[src/rtl/muldiv_seq_pkg.sv]
// Shared definitions for the RV32M multi-cycle multiply/divide sequencer:
// FSM state encoding, M-op funct3 codes and the operand signedness decode.
package muldiv_seq_pkg;

    // Sequencer states
    typedef enum logic [1:0] {
        MD_IDLE = 2'd0,
        MD_BUSY = 2'd1,
        MD_DONE = 2'd2
    } md_state_e;

    // funct3 codes of the M extension
    localparam logic [2:0] INST_MUL    = 3'b000;
    localparam logic [2:0] INST_MULH   = 3'b001;
    localparam logic [2:0] INST_MULHSU = 3'b010;
    localparam logic [2:0] INST_MULHU  = 3'b011;
    localparam logic [2:0] INST_DIV    = 3'b100;
    localparam logic [2:0] INST_DIVU   = 3'b101;
    localparam logic [2:0] INST_REM    = 3'b110;
    localparam logic [2:0] INST_REMU   = 3'b111;

    // Whether each operand is interpreted as two's complement
    typedef struct packed {
        logic signed1;
        logic signed2;
    } md_sign_t;

    function automatic md_sign_t decode_signs(input logic [2:0] f3);
        md_sign_t s;
        s = '0;
        case (f3)
            INST_MUL, INST_MULH, INST_DIV, INST_REM: begin
                s.signed1 = 1'b1;
                s.signed2 = 1'b1;
            end
            INST_MULHSU: s.signed1 = 1'b1;
            default:     s = '0;
        endcase
        return s;
    endfunction

    // Divide ops live in the upper half of the funct3 space
    function automatic logic is_div_op(input logic [2:0] f3);
        return f3[2];
    endfunction

endpackage

[src/rtl/muldiv_seq_if.sv]
// Request/result bundle between exe and the multiply/divide sequencer.
// master = exe side, slave = sequencer side.
interface muldiv_seq_if #(
    parameter int DATA_WIDTH = 32
) ();
    logic                  req_i;
    logic [2:0]            funct3_i;
    logic [DATA_WIDTH-1:0] rs1_i;
    logic [DATA_WIDTH-1:0] rs2_i;
    logic [4:0]            rd_i;
    logic                  flush_i;
    logic                  stallreq_o;
    logic                  result_valid_o;
    logic [DATA_WIDTH-1:0] result_o;
    logic [4:0]            rd_o;

    modport master (
        output req_i, funct3_i, rs1_i, rs2_i, rd_i, flush_i,
        input  stallreq_o, result_valid_o, result_o, rd_o
    );

    modport slave (
        input  req_i, funct3_i, rs1_i, rs2_i, rd_i, flush_i,
        output stallreq_o, result_valid_o, result_o, rd_o
    );
endinterface

[src/rtl/muldiv_iter.sv]
// Iterative unsigned datapath: shift-add multiply into a 2W-bit product, or
// restoring division producing one quotient bit per step. Works on magnitudes;
// sign fix-up is done by the sequencer.
module muldiv_iter #(
    parameter int W = 32
) (
    input  logic           clk_i,
    input  logic           rst_i,
    input  logic           load_i,
    input  logic           step_i,
    input  logic           is_div_i,
    input  logic [W-1:0]   mag1_i,
    input  logic [W-1:0]   mag2_i,
    output logic [2*W-1:0] product_o,
    output logic [W-1:0]   quotient_o,
    output logic [W-1:0]   remainder_o
);
    // Multiply: acc = {partial high, multiplier being shifted out}, op = multiplicand.
    // Divide:   acc[W-1:0] = partial remainder, shift = dividend -> quotient, op = divisor.
    logic [2*W-1:0] acc_q,    acc_d;
    logic [W-1:0]   shift_q,  shift_d;
    logic [W-1:0]   op_q,     op_d;
    logic           is_div_q, is_div_d;

    logic [W:0]     mul_sum;
    logic [W:0]     rem_sh;
    logic [W:0]     trial;
    logic           fits;

    assign mul_sum = {1'b0, acc_q[2*W-1:W]} + (acc_q[0] ? {1'b0, op_q} : '0);
    assign rem_sh  = {acc_q[W-1:0], shift_q[W-1]};
    assign trial   = rem_sh - {1'b0, op_q};
    assign fits    = (rem_sh >= {1'b0, op_q});

    // Next-state for load and single-step of the datapath
    always_comb begin
        // NOTE: every variable gets a default first so no path leaves it unassigned (no latch).
        acc_d    = acc_q;
        shift_d  = shift_q;
        op_d     = op_q;
        is_div_d = is_div_q;
        if (load_i) begin
            is_div_d = is_div_i;
            shift_d  = mag1_i;
            op_d     = is_div_i ? mag2_i : mag1_i;
            acc_d    = is_div_i ? '0 : {{W{1'b0}}, mag2_i};
        end else if (step_i) begin
            if (is_div_q) begin
                acc_d   = {{W{1'b0}}, (fits ? trial[W-1:0] : rem_sh[W-1:0])};
                shift_d = {shift_q[W-2:0], fits};
            end else begin
                acc_d   = {mul_sum, acc_q[W-1:1]};
            end
        end
    end

    // Datapath registers
    always_ff @(posedge clk_i) begin
        // NOTE: sequential state uses non-blocking assignments so all registers update together.
        if (rst_i) begin
            acc_q    <= '0;
            shift_q  <= '0;
            op_q     <= '0;
            is_div_q <= 1'b0;
        end else begin
            acc_q    <= acc_d;
            shift_q  <= shift_d;
            op_q     <= op_d;
            is_div_q <= is_div_d;
        end
    end

    assign product_o   = acc_q;
    assign quotient_o  = shift_q;
    assign remainder_o = acc_q[W-1:0];

endmodule

[src/rtl/muldiv_seq.sv]
// RV32M multi-cycle sequencer. Captures operands from exe, runs DATA_WIDTH
// datapath steps while stalling the pipeline, then returns one result beat.
// Divide-by-zero and signed overflow are resolved at capture.
module muldiv_seq
    import muldiv_seq_pkg::*;
#(
    parameter int DATA_WIDTH   = 32,
    parameter bit FAST_SPECIAL = 1'b1
) (
    input  logic        clk_i,
    input  logic        rst_i,
    muldiv_seq_if.slave md
);
    localparam int W     = DATA_WIDTH;
    localparam int CNT_W = $clog2(W);
    localparam logic [CNT_W-1:0] LAST_CNT = CNT_W'(W - 1);
    localparam logic [W-1:0]     MIN_NEG  = {1'b1, {(W-1){1'b0}}};
    localparam logic [W-1:0]     ALL_ONES = '1;

    md_state_e        state_q, state_d;
    logic [CNT_W-1:0] count_q, count_d;

    // Captured instruction context
    logic [2:0]   funct3_q;
    logic [4:0]   rd_q;
    logic         sign1_q;
    logic         neg_q;
    logic         special_q;
    logic [W-1:0] special_val_q;

    // Last delivered beat, held while no beat is present
    logic [W-1:0] result_hold_q;
    logic [4:0]   rd_hold_q;

    // Request decode
    md_sign_t     signs;
    logic         sign1, sign2;
    logic [W-1:0] mag1, mag2;
    logic         capture;
    logic         div_now, rem_now, div_zero, div_ovf, special_now;
    logic [W-1:0] special_val;

    assign signs   = decode_signs(md.funct3_i);
    assign sign1   = signs.signed1 & md.rs1_i[W-1];
    assign sign2   = signs.signed2 & md.rs2_i[W-1];
    assign mag1    = sign1 ? -md.rs1_i : md.rs1_i;
    assign mag2    = sign2 ? -md.rs2_i : md.rs2_i;
    assign capture = (state_q == MD_IDLE) && md.req_i && !md.flush_i;

    assign div_now     = is_div_op(md.funct3_i);
    assign rem_now     = md.funct3_i[1];
    assign div_zero    = div_now && (md.rs2_i == '0);
    assign div_ovf     = div_now && signs.signed1 && (md.rs1_i == MIN_NEG) && (md.rs2_i == ALL_ONES);
    assign special_now = div_zero || div_ovf;
    assign special_val = div_zero ? (rem_now ? md.rs1_i : ALL_ONES)
                                  : (rem_now ? '0 : MIN_NEG);

    // Datapath
    logic           step;
    logic [2*W-1:0] product;
    logic [W-1:0]   quotient, remainder;

    muldiv_iter #(.W(W)) u_iter (
        .clk_i       (clk_i),
        .rst_i       (rst_i),
        .load_i      (capture),
        .step_i      (step),
        .is_div_i    (div_now),
        .mag1_i      (mag1),
        .mag2_i      (mag2),
        .product_o   (product),
        .quotient_o  (quotient),
        .remainder_o (remainder)
    );

    // FSM next-state, step counter and datapath step enable
    always_comb begin
        state_d = state_q;
        count_d = count_q;
        step    = 1'b0;
        if (md.flush_i) begin
            state_d = MD_IDLE;
            count_d = '0;
        end else begin
            case (state_q)
                MD_IDLE: begin
                    if (md.req_i) begin
                        count_d = '0;
                        state_d = (special_now && FAST_SPECIAL) ? MD_DONE : MD_BUSY;
                    end
                end
                MD_BUSY: begin
                    step = 1'b1;
                    if (count_q == LAST_CNT) begin
                        state_d = MD_DONE;
                        count_d = '0;
                    end else begin
                        count_d = count_q + 1'b1;
                    end
                end
                MD_DONE: state_d = MD_IDLE;
                default: state_d = MD_IDLE;
            endcase
        end
    end

    // FSM state and counter registers
    always_ff @(posedge clk_i) begin
        if (rst_i) begin
            state_q <= MD_IDLE;
            count_q <= '0;
        end else begin
            state_q <= state_d;
            count_q <= count_d;
        end
    end

    // Instruction context captured on an accepted request
    always_ff @(posedge clk_i) begin
        if (rst_i) begin
            funct3_q      <= '0;
            rd_q          <= '0;
            sign1_q       <= 1'b0;
            neg_q         <= 1'b0;
            special_q     <= 1'b0;
            special_val_q <= '0;
        end else if (capture) begin
            funct3_q      <= md.funct3_i;
            rd_q          <= md.rd_i;
            sign1_q       <= sign1;
            neg_q         <= sign1 ^ sign2;
            special_q     <= special_now;
            special_val_q <= special_val;
        end
    end

    // Sign fix-up and result select from the finished datapath
    logic [2*W-1:0] prod_fix;
    logic [W-1:0]   quo_fix, rem_fix, result_calc, result_now;

    always_comb begin
        prod_fix = neg_q   ? -product   : product;
        quo_fix  = neg_q   ? -quotient  : quotient;
        rem_fix  = sign1_q ? -remainder : remainder;
        case (funct3_q)
            INST_MUL:                            result_calc = prod_fix[W-1:0];
            INST_MULH, INST_MULHSU, INST_MULHU:  result_calc = prod_fix[2*W-1:W];
            INST_DIV, INST_DIVU:                 result_calc = quo_fix;
            INST_REM, INST_REMU:                 result_calc = rem_fix;
            default:                             result_calc = '0;
        endcase
        result_now = special_q ? special_val_q : result_calc;
    end

    // Remember the delivered beat so result_o/rd_o stay stable afterwards
    always_ff @(posedge clk_i) begin
        if (rst_i) begin
            result_hold_q <= '0;
            rd_hold_q     <= '0;
        end else if (state_q == MD_DONE) begin
            result_hold_q <= result_now;
            rd_hold_q     <= rd_q;
        end
    end

    assign md.result_valid_o = (state_q == MD_DONE);
    assign md.result_o       = md.result_valid_o ? result_now : result_hold_q;
    assign md.rd_o           = md.result_valid_o ? rd_q : rd_hold_q;
    assign md.stallreq_o     = !md.flush_i &&
                               (((state_q == MD_IDLE) && md.req_i) || (state_q == MD_BUSY));

endmodule

[src/flat_wrapper.sv]
// flat-port wrapper written by rule: the top's interface ports become plain ports
module muldiv_seq_flat import muldiv_seq_pkg::*;
#(
    parameter int DATA_WIDTH   = 32,
    parameter bit FAST_SPECIAL = 1'b1
)
  (clk_i, rst_i, md_req_i, md_funct3_i, md_rs1_i, md_rs2_i, md_rd_i, md_flush_i, md_stallreq_o, md_result_valid_o, md_result_o, md_rd_o);
  muldiv_seq_if #(.DATA_WIDTH(DATA_WIDTH)) md_i ();
  input  logic clk_i;
  input  logic rst_i;
  input wire logic [$bits(md_i.req_i)-1:0] md_req_i;
  input wire logic [$bits(md_i.funct3_i)-1:0] md_funct3_i;
  input wire logic [$bits(md_i.rs1_i)-1:0] md_rs1_i;
  input wire logic [$bits(md_i.rs2_i)-1:0] md_rs2_i;
  input wire logic [$bits(md_i.rd_i)-1:0] md_rd_i;
  input wire logic [$bits(md_i.flush_i)-1:0] md_flush_i;
  output wire logic [$bits(md_i.stallreq_o)-1:0] md_stallreq_o;
  output wire logic [$bits(md_i.result_valid_o)-1:0] md_result_valid_o;
  output wire logic [$bits(md_i.result_o)-1:0] md_result_o;
  output wire logic [$bits(md_i.rd_o)-1:0] md_rd_o;
  assign md_i.req_i = md_req_i;
  assign md_i.funct3_i = md_funct3_i;
  assign md_i.rs1_i = md_rs1_i;
  assign md_i.rs2_i = md_rs2_i;
  assign md_i.rd_i = md_rd_i;
  assign md_i.flush_i = md_flush_i;
  assign md_stallreq_o = md_i.stallreq_o;
  assign md_result_valid_o = md_i.result_valid_o;
  assign md_result_o = md_i.result_o;
  assign md_rd_o = md_i.rd_o;
  muldiv_seq #(.DATA_WIDTH(DATA_WIDTH), .FAST_SPECIAL(FAST_SPECIAL)) u_core (.clk_i(clk_i), .rst_i(rst_i), .md(md_i));
endmodule
[config.mk]
export PLATFORM = sky130hd
export DESIGN_NAME = muldiv_seq_flat
export DESIGN_NICKNAME = d
export VERILOG_FILES = /design/src/rtl/muldiv_seq_pkg.sv /design/src/rtl/muldiv_seq_if.sv /design/src/rtl/muldiv_iter.sv /design/src/rtl/muldiv_seq.sv /design/src/flat_wrapper.sv
export SDC_FILE = /design/constraint.sdc
export NUM_CORES = 1
export LEC_CHECK = 0
export ABC_AREA = 1
export CELL_PAD_IN_SITES_DETAIL_PLACEMENT = 0
export CELL_PAD_IN_SITES_GLOBAL_PLACEMENT = 1
export CORE_ASPECT_RATIO = 1.5
export CORE_UTILIZATION = 25
export DETAILED_ROUTE_END_ITERATION = 6
export PLACE_DENSITY = 0.51
export SETUP_SLACK_MARGIN = 0.5
export SLEW_MARGIN = 0
export SYNTH_ARGS = -nofsm -noshare
export SYNTH_HDL_FRONTEND = slang
export SYNTH_HIERARCHICAL = 1
export SYNTH_SLANG_ARGS = --single-unit
[constraint.sdc]
create_clock -name clk_i -period 4.55 [get_ports clk_i]
set_input_delay 1.365 -clock clk_i [delete_from_list [all_inputs] [get_ports clk_i]]
set_output_delay 1.365 -clock clk_i [all_outputs]
set_load 0.02 [all_outputs]
Yosys cells after proc, flatten, opt, wreduce, memory -nomap -nowiden
Index checks and enable logic that the tools add are counted. Widths: inputs -> output; s select.

Add/sub/neg operators: 8. Multipliers: 0. Div/mod/pow operators: 0. Order comparisons: 1. Equality and inequality tests: 18. Shift-type cells: 0. Mux-type cells: 33. Bitwise gates (word level): 3. Reduce and logical (&&, ||, !) cells: 26.

Operators by type and width (count): $mux 32 (16); $mux 64 (4); $neg 32->32 (4); $pmux 32 s4 (1); $eq 32x32->1 const B (2); $neg 64->64 (1); $add 32x33->33 (1); $ge 33x32->1 (1); $logic_not 32->1 (1); $sub 32x32->32 (1); $eq 3x3->1 const B (6); $mux 5 (3); $pmux 5 s2 (1); $eq 3x2->1 const B (3); $logic_and 1x1->1 (7); $eq 3x1->1 const B (2); $logic_not 3->1 (2); $mux 2 (3); $reduce_and 2->1 (3); $reduce_bool 2->1 (3); $reduce_or 2->1 (3); $add 5x1->5 const B (1); $eq 5x5->1 const B (1); $reduce_or 5->1 (1); other kinds (13) (18).

Bits in registers: 216. Bits in latches: 0. Memory bits (writable): 0. Memory bits (read-only): 0. Output and inout port bits: 39. Logic and storage cells: 103. Memories kept: 0.

Logic depth before layout (Yosys ltp)
Depth in word-level cells: 10. Mapped depth: 18. Gate-level depth less buffers: 18.

Modules after synthesis
Netlist, hierarchy kept.

Modules (own cells, without submodules): muldiv_iter (instances 1, cells each 1839, area each 11041.8 µm², sequential area each 2582.5 µm²); muldiv_seq (instances 1, cells each 2039, area each 10616.4 µm², sequential area each 1741.7 µm²).

Least setup slack after synthesis
OpenSTA, ideal clock, no wires.

Kind: register to output. Start: register u_core.u_iter.acc_q[0] (netlist: u_core/u_iter/product_o[0]). End: output md_result_o[30]. Arrival: 1.927 ns. Slack: 1.258 ns. Cell stages (with the launch flop): 16. Path buffers: 1. Path through: dfxtp_1 > buf_4 > inv_1 > ha_1 > nand2_1 > nor2_1 > nand3_1 > nand2_1 > nand2_1 > nand2_1 > nand2_1 > nor2_1 > nor2_1 > nand3b_1 > nand2_1 > nand2_1.

Cells in the longest elaborated chain, start to end: 5.

RTL lines: start, declared (line muldiv_iter.sv:20) `logic [2*W-1:0] acc_q, acc_d;`; start signal, assigned (line muldiv_iter.sv:61) `acc_q <= '0;`; start signal, assigned (line muldiv_iter.sv:66) `acc_q <= acc_d;`; $neg 64->64 / $neg 32->32 (equally long branches) (line muldiv_seq.sv:142, muldiv_seq.sv:144); $mux 64 / $mux 32 (equally long branches) (line muldiv_seq.sv:142, muldiv_seq.sv:144); $pmux 32 s4 (*) (line muldiv_seq.sv:145) `case (funct3_q)`; $mux 32 (*) (line muldiv_seq.sv:152) `result_now = special_q ? special_val_q : result_calc;`; $mux 32 (*) (line muldiv_seq.sv:167) `assign md.result_o = md.result_valid_o ? result_now : result_hold_q;`; end, declared (line flat_wrapper.sv:19) `output wire logic [$bits(md_i.result_o)-1:0] md_result_o;`.

Mark *: on every way between the ends. The rest lies on a longest branch, timed or not.

Worst setup path in the final report
Start: register u_core.u_iter.acc_q[16] (netlist: u_core/u_iter/product_o[16]). End: output md_result_o[29].

Same word-level chain as after synthesis.

==> impl_metrics.toml <==
[timing]
hold_viol = 0
tightest_slew_ps = 904.2
layout_setup_ws_ps = 506.4
relSlewSlack_pct = 39.65
final.period_utilization_pct = 88.87
max_freq_mhz = 247.3
finalCriticalPeriod_ps = 4044
rsz0062_at_grt = "yes"
slew_viol_final = 0
fin_skew_ps = 21.25
setup_tns_ps = 0
setup_viol = 0

[worst_setup_path]
timing.rr.end = "u_core/result_hold_q[10]"
reg2reg_from = "u_core/u_iter/product_o[1]"
critical_path_required_ps = 3180
worst-path-buf-inv = 3
max_stage_delay_ps = 350
rr_worst_depth = 32
crit_family = "simple AND/OR/NAND/NOR gates"
cp-end-kind = "output port"
cp_common_cell = "nand2_1"
crit_type = "register to output port"
cp_max_fo = 5
cp-start-kind = "register"
crit_chain = "buf_4 > nor2_4 > nand2_2 > nor2_4 > nand2_1 > nor2_1 > nand2_1 > nand2_1 > nand2_1 > nand3_2 > buf_6 > nand4_1 > nand2_2 > nand2_2 > buf_6"
crit_slowest_cell = "dfxtp_2"
arrival_ps = 2680
r2r_setup_slack_ps = 550

[cells_and_area]
fin_nets = 4254
design_area_um2 = 27750
area_growth_pct = 28.15
diodes = 0
drive_above_1_share_pct = 18.16

[global_routing]
antenna_found_initial = 6
busiest_layer = "met2"
grtUsageMet1_pct = 28.88
grt_max_degree = 83
overflow = 0
grt_pass1_wl_um = 176400
gr-usage-all-layers_pct = 27.50
first_global_vias = 25390
met2_usage_pct = 51.45
use_met3_pct = 2.461

[cts]
cts_buffer_depth = 3
cts_hold_buf = 0
clkTransAtPathRegs_ps = 60
cts_buffers = 28
clockRootBuffer = "clkbuf_16"
clkLatencyLatePin_ps = 610
htree_levels = 1
cts_tree = "built"
cts.sinks = 216

[logic_synthesis]
syn_area_per_cell_um2 = 5.585
synth_top_cell_area_share_pct = 20.68
yosysUniqueCellTypes = 50
syn-cell-area_um2 = 21660
synth.net_count = 4029
ys_seq_elements = 216
ys_seq_area_share_pct = 19.97
ys_warn_count = 6
netlist_top_cells_area = "nand2_1, dfxtp_1, inv_1"
synth_cells = 3878
yosys.area.top_type = "nand2_1"

[floorplanning]
fp.dieArea_um2 = 87840
dieWidth_um = 242.3
initial_core_util_pct = 25.36
rows = 131
core_region_area_um2 = 85400
die_h_um = 362.5
io_pins = 115

[routing]
drtIter0Drc = 1836
detail-route-antenna-nets = 0
drt-vias-per-instance = 4.985
drt-total-wl_um = 124600
drt_pass1_iterations = 6
vias = 26200
wl_per_cell_um = 23.71
drc = 0

[placement]
portBuffers = 114
dp_hpwl_um = 103000
globalplace.congestion = 0.9489
place_area_um2 = 24750
dp_worst_setup_slack_ps = 229.5

[run_status]
run_status = "finished clean"

[worst_hold_path]
hold_start = "u_core/special_val_q[25]"
hp-class = "register to register"
hold_depth = 2
hold_end = "u_core/special_val_q[25]"

[power]
fin_total_pwr_mw = 8.218
power_density_nw_per_um2 = 296.1
p_leak_nw = 13.42
ir_drop_mv = 0.2331

[flow_run]
maxCapViolations = 0
[per-layer routing]
layer	wire length (µm)	share of wire (%)
met5	57	0.046
met4	10240	8.2
met3	4566	3.7
met2	63680	51
met1	46060	37
[layout make-up]
type / count / area [µm²]
Tap cell: 1130 / 1414
Fill cell: 9740 / 57640
Sequential cell: 216 / 4407
Clock inverter: 18 / 257.7
Inverter: 508 / 1929
Clock buffer: 34 / 774.5
Timing Repair Buffer: 365 / 3232
Multi-Input combinational cell: 2984 / 15740
[timing repair]
item / CTS / global route
resized for setup: 387 / 238
endpoints found under the hold margin: 0 / 0
pin swaps: 58 / 88
endpoints found under the setup margin: 33 / 37
buffers inserted: 50 / 31
[tightest hold or removal path, stage by stage (launching register included)]
cell	delay [ps]
dfxtp_1	310
nand2_1	60
a21oi_1	50
[through the flow]
| stage | hold WS, ps | util, % | cells |
|---|---|---|---|
| 3_3_place_gp | 453.9 | 28.99 | 5122 |
| 5_1_grt | 476.8 | 32.50 | 5255 |
| 4_1_cts | 467.3 | 31.44 | 5224 |
| 3_5_place_dp | 456.7 | 28.99 | 5122 |
| 2_1_floorplan | 444.3 | - | 3878 |
| 6_report | 467.2 | 32.50 | 5255 |
[layout by cell type (no fill, tap or decap), types with 11 or more instances in the layout]
cell type / count
buf_12: 12
clkdlybuf4s50_1: 80
o211ai_1: 42
inv_1: 476
nand3_2: 37
inv_2: 21
buf_4: 220
o21ai_0: 226
nand3b_1: 70
dfxtp_1: 166
nand4_1: 58
ha_1: 70
nor2_2: 87
xnor2_1: 41
dfxtp_2: 42
a221oi_1: 32
nand2_1: 1110
clkbuf_16: 29
o21ai_1: 23
a21oi_2: 11
nand2_2: 92
nor2_1: 365
buf_6: 37
nor3_1: 23
or2_2: 13
a21oi_1: 239
xor2_1: 39
nand3_1: 231
a31oi_1: 38
nor2_4: 49
[registers in the layout, summed over array words and instances (netlist names)]
| register | flops |
|---|---|
| u_core/result_hold_q | 32 |
| u_core/u_iter/op_q | 32 |
| u_core/sign1_q | 1 |
| u_core/special_q | 1 |
| u_core/u_iter/quotient_o | 32 |
| u_core/state_q | 2 |
| u_core/rd_q | 5 |
| u_core/count_q | 5 |
| u_core/funct3_q | 3 |
| u_core/rd_hold_q | 5 |
| u_core/special_val_q | 32 |
| u_core/neg_q | 1 |
| u_core/u_iter/product_o | 64 |
| u_core/u_iter/is_div_q | 1 |
[cell families after synthesis]
| family | synth area share [%] |
|---|---|
| simple gates | 42.49 |
| buf+inv | 12.94 |
| compound gates | 16.97 |
| flops | 19.97 |
| xor+xnor | 3.235 |
| fa+ha+maj | 4.402 |
[power breakdown]
group | switching (mW) | internal (mW) | total, mW
sequential | 0.116 | 1.97 | 2.09
clock | 1.04 | 1.55 | 2.59
combinational | 2.37 | 1.17 | 3.54
[how the worst max path moves through the flow]
stage	start	to	slack, ps	cells after the start
6_report	u_core/u_iter/product_o[16]	md_result_o[29]	510	15
4_1_cts	u_core/u_iter/product_o[2]	md_result_o[21]	350	16
2_1_floorplan	u_core/u_iter/product_o[0]	md_result_o[30]	1260	15
3_3_place_gp	u_core/funct3_q[1]	md_result_o[21]	230	10
3_5_place_dp	u_core/funct3_q[1]	md_result_o[21]	230	10
5_1_grt	u_core/u_iter/product_o[10]	md_result_o[19]	340	15
[synth_stat cells, drive strengths merged]
master and number:
o311ai 1, o22ai 4, nor4 8, nand2 1210, a21boi 2, or2 13
a32oi 1, nand4 59, o21ai 262, clkinv 7, xnor2 41, a22oi 1
ha 73, o21bai 8, o211ai 42, nor2 501, nand3 275, clkbuf 89
o31ai 5, nor3 30, dfxtp 216, and3 2, inv 501, a21o 1
o21a 4, nor3b 1, fa 2, buf 81, nand3b 70, a221oi 32
and2 3, a21oi 254, a31oi 39, xor2 39, o41ai 1
No activity file was read; power rests on OpenSTA's default activity.
